**config.mk**
```make
export PLATFORM = sky130hd
export DESIGN_NAME = cache_refill_ctrl
export DESIGN_NICKNAME = d
export VERILOG_FILES = /design/src/rtl/cache_refill_ctrl.sv
export SDC_FILE = /design/constraint.sdc
export NUM_CORES = 1
export LEC_CHECK = 0
export BUFFER_PORTS_ARGS = -buffer_cell sky130_fd_sc_hd__buf_4
export CORE_MARGIN = 10
export CORE_UTILIZATION = 35
export CTS_CLUSTER_SIZE = 30
export DETAILED_ROUTE_END_ITERATION = 6
export HOLD_SLACK_MARGIN = 0.06
export PLACE_DENSITY_LB_ADDON = 0.12
export SLEW_MARGIN = 20
export SYNTH_ARGS = -nofsm -noshare
export SYNTH_HDL_FRONTEND = slang
export SYNTH_SLANG_ARGS = --single-unit
```
**constraint.sdc**
```tcl
create_clock -name clk -period 4 [get_ports clk]
set_input_delay 0.6 -clock clk [delete_from_list [all_inputs] [get_ports clk]]
set_output_delay 0.6 -clock clk [all_outputs]
set_load 0.01 [all_outputs]
```
**src/rtl/cache_refill_ctrl.sv**
```systemverilog
// cache_refill_ctrl
//   Refill sequencer for the I/D cache miss path. A miss issues one
//   critical-word-first wrapping burst, then the returning beats are tracked.
//   For the downstream reorder stage it produces:
//     - the beat index,
//     - the one-hot critical block select,
//     - the early-restart strobes,
//     - the end-of-burst pulse.
//   It also signals line-fill completion to the array write logic.
//
//   Optional feature macro: CACHE_REFILL_EARLY_RESTART_EN
//     defined   : burst_pre_go_on fires the cycle after beat 0.
//     undefined : burst_pre_go_on fires in the DONE cycle, so the critical
//                 word is released only after the whole line has arrived.
//
// Ports
//   clk, rstn                    clock, asynchronous active-low reset
//   miss_req_vld/_rdy            miss request handshake
//   miss_addr, miss_read         missing byte address, read-miss flag
//   cache2mem_cmd_*              burst command (valid/ready, addr, len)
//   cache2mem_rsp_valid/_err     response beats (no backpressure)
//   rsp_burst_cnt                index of the beat on the response bus
//   offset_mux_sel               one-hot critical block
//   burst_pre_go_on              critical beat resident in line buffer
//   burst_pre_rsp_vld            early-restart data valid to core
//   rsp_burst_done_neg           one-cycle pulse after the last beat
//   refill_done / refill_err     line complete, clean / with error
//   busy                         controller not idle or strobe pending
module cache_refill_ctrl #(
  parameter int ADDR_W    = 32,
  parameter int DW        = 64,
  parameter int OFFSET_DW = 5,
  parameter int BLOCK_DW  = 4,
  parameter int BURST_DW  = 2
) (
  input  logic                clk,
  input  logic                rstn,
  input  logic                miss_req_vld,
  output logic                miss_req_rdy,
  input  logic [ADDR_W-1:0]   miss_addr,
  input  logic                miss_read,
  output logic                cache2mem_cmd_valid,
  input  logic                cache2mem_cmd_ready,
  output logic [ADDR_W-1:0]   cache2mem_cmd_addr,
  output logic [BURST_DW-1:0] cache2mem_cmd_len,
  input  logic                cache2mem_rsp_valid,
  input  logic                cache2mem_rsp_err,
  output logic [BURST_DW-1:0] rsp_burst_cnt,
  output logic [BLOCK_DW-1:0] offset_mux_sel,
  output logic                burst_pre_go_on,
  output logic                burst_pre_rsp_vld,
  output logic                rsp_burst_done_neg,
  output logic                refill_done,
  output logic                refill_err,
  output logic                busy
);

  localparam int                  BEAT_LSB  = $clog2(DW / 8);
  localparam logic [BURST_DW-1:0] LAST_BEAT = BURST_DW'(BLOCK_DW - 1);
  localparam logic [ADDR_W-1:0]   BEAT_MASK = ADDR_W'(DW / 8 - 1);

  typedef enum logic [1:0] {IDLE, CMD, DATA, DONE} state_t;

  state_t              state_q, state_d;
  logic [ADDR_W-1:0]   addr_q, addr_d;
  logic                read_q, read_d;
  logic [BLOCK_DW-1:0] sel_q, sel_d;
  logic [BURST_DW-1:0] cnt_q, cnt_d;
  logic                err_q, err_d;
  logic                go_q, go_d;
  logic                pvld_q, pvld_d;
  logic [BURST_DW-1:0] crit;
  logic                go_beat;

  assign crit = miss_addr[OFFSET_DW-1:BEAT_LSB];

  // Which beat releases the critical word to the core.
`ifdef CACHE_REFILL_EARLY_RESTART_EN
  assign go_beat = (cnt_q == '0);
`else
  assign go_beat = (cnt_q == LAST_BEAT);
`endif

  always_ff @(posedge clk or negedge rstn) begin
    if (!rstn) begin
      state_q <= IDLE;
      addr_q  <= '0;
      read_q  <= 1'b0;
      sel_q   <= '0;
      cnt_q   <= '0;
      err_q   <= 1'b0;
      go_q    <= 1'b0;
      pvld_q  <= 1'b0;
    end else begin
      state_q <= state_d;
      addr_q  <= addr_d;
      read_q  <= read_d;
      sel_q   <= sel_d;
      cnt_q   <= cnt_d;
      err_q   <= err_d;
      go_q    <= go_d;
      pvld_q  <= pvld_d;
    end
  end

  always_comb begin
    state_d = state_q;
    addr_d  = addr_q;
    read_d  = read_q;
    sel_d   = sel_q;
    cnt_d   = cnt_q;
    err_d   = err_q;
    go_d    = 1'b0;
    // Data-valid strobe always trails the go-on strobe by one cycle.
    pvld_d  = go_q;
    unique case (state_q)
      IDLE: begin
        if (miss_req_vld && miss_req_rdy) begin
          addr_d  = miss_addr;
          read_d  = miss_read;
          sel_d   = BLOCK_DW'(1) << crit;
          err_d   = 1'b0;
          state_d = CMD;
        end
      end
      CMD: begin
        if (cache2mem_cmd_ready) begin
          cnt_d   = '0;
          state_d = DATA;
        end
      end
      DATA: begin
        if (cache2mem_rsp_valid) begin
          err_d = err_q | cache2mem_rsp_err;
          go_d  = read_q & go_beat;
          // Counter parks on the last beat rather than wrapping.
          if (cnt_q == LAST_BEAT) state_d = DONE;
          else                    cnt_d   = cnt_q + BURST_DW'(1);
        end
      end
      DONE:    state_d = IDLE;
      default: state_d = IDLE;
    endcase
  end

  // A pending data-valid strobe blocks a new miss for that one cycle.
  assign miss_req_rdy        = (state_q == IDLE) && !pvld_q;
  assign cache2mem_cmd_valid = (state_q == CMD);
  assign cache2mem_cmd_addr  = addr_q & ~BEAT_MASK;
  assign cache2mem_cmd_len   = LAST_BEAT;
  assign rsp_burst_cnt       = cnt_q;
  assign offset_mux_sel      = sel_q;
  assign burst_pre_go_on     = go_q;
  assign burst_pre_rsp_vld   = pvld_q;
  assign rsp_burst_done_neg  = (state_q == DONE);
  assign refill_done         = (state_q == DONE) && !err_q;
  assign refill_err          = (state_q == DONE) && err_q;
  assign busy                = (state_q != IDLE) || go_q || pvld_q;

endmodule

```
==> Word level (Yosys, flattened, before mapping) <==
Index checks and enable logic that the tools add are counted.
{ "totals": {"reg_bits": 44, "out_inout_bits": 48, "in_bits": 39} }
{ "op_classes": {"shifts": 1, "bitwise": 2, "muxes": 14, "n_eq_ne": 9, "reduce_logical": 16, "addsub": 1} }
{ "ops": {"columns": ["cell", "count"], "rows": [
  ["$mux 2", 7],
  ["$ne 2x2->1 const B", 4],
  ["$pmux 2 s4", 1],
  ["$reduce_and 4->1", 2],
  ["$eq 2x2->1 const B", 3],
  ["$reduce_bool 2->1", 3],
  ["$logic_and 1x1->1", 4],
  ["$mux 1", 4],
  ["$pmux 2 s2", 1],
  ["$shl 1x2->4 const A", 1],
  ["$reduce_and 3->1", 1],
  ["$add 2x1->2 const B", 1],
  ["$eq 2x1->1 const B", 1],
  ["$logic_not 1->1", 2],
  ["$logic_not 2->1", 1],
  ["$logic_or 1x1->1", 2],
  ["$ne 2x1->1 const B", 1],
  ["$pmux 1 s2", 1],
  ["$reduce_and 2->1", 1],
  ["$and 1x1->1", 1],
  ["$or 1x1->1", 1]
]} }

==> Longest topological paths before layout <==
{ "depth": {"word_depth": 5, "ltp_mapped": 7, "depth_no_buf": 5} }

==> Least setup slack after synthesis <==
OpenSTA, ideal clock, no wires.
{ "synth_timing": {"kind": "register to output", "startpoint": "reg state_q[0]", "endpoint": "out busy", "n_path_buf": 0, "required_ns": 3.400, "path_stages_with_launch": 5, "slack_ns": 2.282, "t_arrival_ns": 1.118, "cell_sequence": "dfrtp_1 inv_1 ha_1 nor2b_1 nand2b_1"} }
{ "synth_between": {"elab_chain_cells": 3} }
{ "synth_rtl": {"columns": ["element", "line_no", "source"], "rows": [
  ["start: declaration", "64", "state_t state_q, state_d;"],
  ["start signal: assignment", "95", "state_q <= state_d;"],
  ["$reduce_bool 2->1", "158", "assign busy = (state_q != IDLE) || go_q || pvld_q;"],
  ["$logic_or 1x1->1 (2 in series)", "158", null],
  ["end: declaration", "55", "output logic busy"]
]} }
No other way between the ends.

==> Final worst setup path <==
Ends and elaborated chain as after synthesis.

==> results_dict.tcl <==
set metrics [dict create \
    finalCritPeriodShare 0.5351 \
    drive_gt1_frac 0.5634 \
    cts_sinks 41 \
    htreeDepth 2 \
    worst_pin_slew_ns 0.5047 \
    combinationalPowerShare 0.481 \
    yosys_warnings 0 \
    root_buffer "clkbuf_8" \
    start_util 0.3695 \
    hold_viol 0 \
    die-width_um 91.55 \
    whs_ns 0.2831 \
    grt_usage 0.1102 \
    powerDensity_nw_per_um2 754.3 \
    first_iter_violations 28 \
    fin_ws_ns 1.859 \
    clkPwrFrac 0.136 \
    clk_path_buf_depth 2 \
    place_congestion 0.6970 \
    path_clk_slew_ns 0.08 \
    crit_path_max_fanout 5 \
    grt_overflow 0 \
    post_cts_buffers 0 \
    ant_nets 0 \
    setup_viol 0 \
    insertion_delay_ns 0.29 \
    n_antenna_cell 0 \
    synth_cell_type_count 26 \
    rows 25 \
    core_um2 4848 \
    vias 1267 \
    dpl_worst_slack_ns 1.896 \
    layout_commonest_cell "buf_4" \
    portBuffers 78 \
    relSlewSlack 0.6635 \
    path_buf_inv 2 \
    first_global_vias 1468 \
    grt_start_max_net_pins 42 \
    layout_min_cycle_time_ns 2.141 \
    cpPeakStageDelay_ns 0.43 \
    cts_tree "done" \
    drc 0 \
    max_freq_mhz 467.2 \
    grt_pass1_wl_mm 7.424 \
    cp-start-kind "register" \
    switching_share 0.3377 \
    dr.pass1.iters 4 \
    crit_required_ns 3.40 \
    slew_viol_final 0 \
    ios 87 \
    die_h_um 91.55 \
    fp.dieArea_um2 8381 \
    clock-skew-final_ns 0.005806 \
    max-cap-violations 0 \
    grt_setup_unrepaired "false" \
    leakage_nw 1.228 \
    min_path_type "input pin to async pin" \
    cp_cell_sequence "inv_1 -> ha_1 -> nor2b_1 -> nand2b_1 -> buf_4" \
    status "complete, no violations" \
    cts_made_buffers 5 \
    syn-cell-area_um2 1792 \
    avgSynthCellArea_um2 13.47 \
    power.net_switching_mw 0.6350 \
    cpMaxStageDelayCell "dfrtp_1" \
    synthToLayoutAreaGrowth_pct 39.11 \
    fin_nets 257 \
    wl_per_cell_um 16.17 \
    syn_inst 133 \
    tns_ns 0 \
    p_seq_frac 0.383 \
    viasPerCell 4.525 \
    routed_wl_mm 4.528 \
    critical-path-top-delay-family "flip-flops" \
    cp.arrival_ns 1.54 \
    ys_seq_elements 41 \
    cts_resized 0 \
    postCtsHoldBufs 0 \
    cp-end-kind "primary output" \
    worstSetupPathType "register to primary output" \
    peakVddDrop_uv 303.7 \
    antenna_found_initial 0 \
    intPower_mw 1.245 \
    synth-seq-area-share 0.5726 \
    final_cell_mix "buf_4, dfrtp_1, mux2_2, nand2_1" \
]
## flip-flops by register name, indices dropped and copies added, names as in the netlist
| name | count |
|---|---|
| offset_mux_sel | 4 |
| rsp_burst_cnt | 2 |
| read_q | 1 |
| addr_q | 29 |
| state_q | 2 |
| burst_pre_go_on | 1 |
| err_q | 1 |
| burst_pre_rsp_vld | 1 |
## power by group through the flow
stage / Clock (mW) / Combinational (mW) / Sequential (mW)
2_1_floorplan: 0 / 0.413 / 0.796
4_1_cts: 0.269 / 0.929 / 0.722
6_report: 0.256 / 0.904 / 0.720
3_3_place_gp: 0 / 0.901 / 0.716
3_5_place_dp: 0 / 0.929 / 0.728
5_1_grt: 0.288 / 0.996 / 0.750
## logic make-up (layout without fill, tap and decap cells)
group / after synthesis / in the layout / share of synthesized area
simple gates: 26 / 26 / 0.07681
other cells: 2 / 5 / 0.004192
compound gates: 14 / 14 / 0.05587
mux: 32 / 32 / 0.2053
fa+ha+maj: 6 / 6 / 0.04190
flops: 41 / 41 / 0.5726
buf+inv: 12 / 89 / 0.04329
## final timing paths
path                                      start                end  slack, ns  cells past startpoint
worst max-delay path                 state_q[0]               busy       1.86                      5
worst min-delay path                       rstn         addr_q[15]       0.28                      1
worst max register to register       state_q[0]         addr_q[21]       1.91                      5
worst min register to register  burst_pre_go_on  burst_pre_rsp_vld       0.42                      0
max in group asynchronous                  rstn         addr_q[22]       3.37                      1
min in group clk                burst_pre_go_on  burst_pre_rsp_vld       0.42                      0
## cell usage after synthesis (all sizes together)
master | count | share of area
a221oi | 1 | 0.0084
dfrtp | 41 | 0.57
a21oi | 4 | 0.011
o21ba | 1 | 0.0056
and2 | 1 | 0.0035
nand4bb | 1 | 0.0063
o21ai | 4 | 0.011
mux2 | 32 | 0.21
o311ai | 1 | 0.0049
nand2 | 9 | 0.019
a221o | 1 | 0.0056
a2bb2oi | 1 | 0.0049
inv | 2 | 0.0042
nor2 | 3 | 0.0063
o31ai | 1 | 0.0042
nand2b | 6 | 0.021
nand3 | 1 | 0.0028
buf | 9 | 0.037
nor2b | 4 | 0.014
nand3b | 1 | 0.0042
ha | 6 | 0.042
conb | 2 | 0.0042
clkbuf | 1 | 0.0021
## cell type report
class	instances	area [um2]
Timing Repair Buffer	79	593.1
Inverter	2	7.507
Fill cell	426	2356
Multi-Input combinational cell	83	699.4
Clock inverter	2	10.01
Clock buffer	6	72.57
Tap cell	67	83.83
Sequential cell	41	1026
## stage by stage
stage	instances	total power [mW]	instance area, um2	util
after floorplan	136	1.209	1803	-
final	280	1.880	2492	0.5141
after detailed placement	272	1.657	2410	0.4970
after global routing	280	2.033	2492	0.5141
after CTS	280	1.920	2492	0.5141
after global placement	272	1.617	2410	0.4970
## metal layers
layer / vias up / part of all wire / track usage
met2: 60 / 0.47 / 0.1736
met4: 0 / 0.011 / 0.03525
met1: 597 / 0.41 / 0.1223
met3: 6 / 0.11 / 0.06420
li1: 604 / - / -
met5: - / 0 / 0
Note: power is estimated with default switching activity, not from simulation.
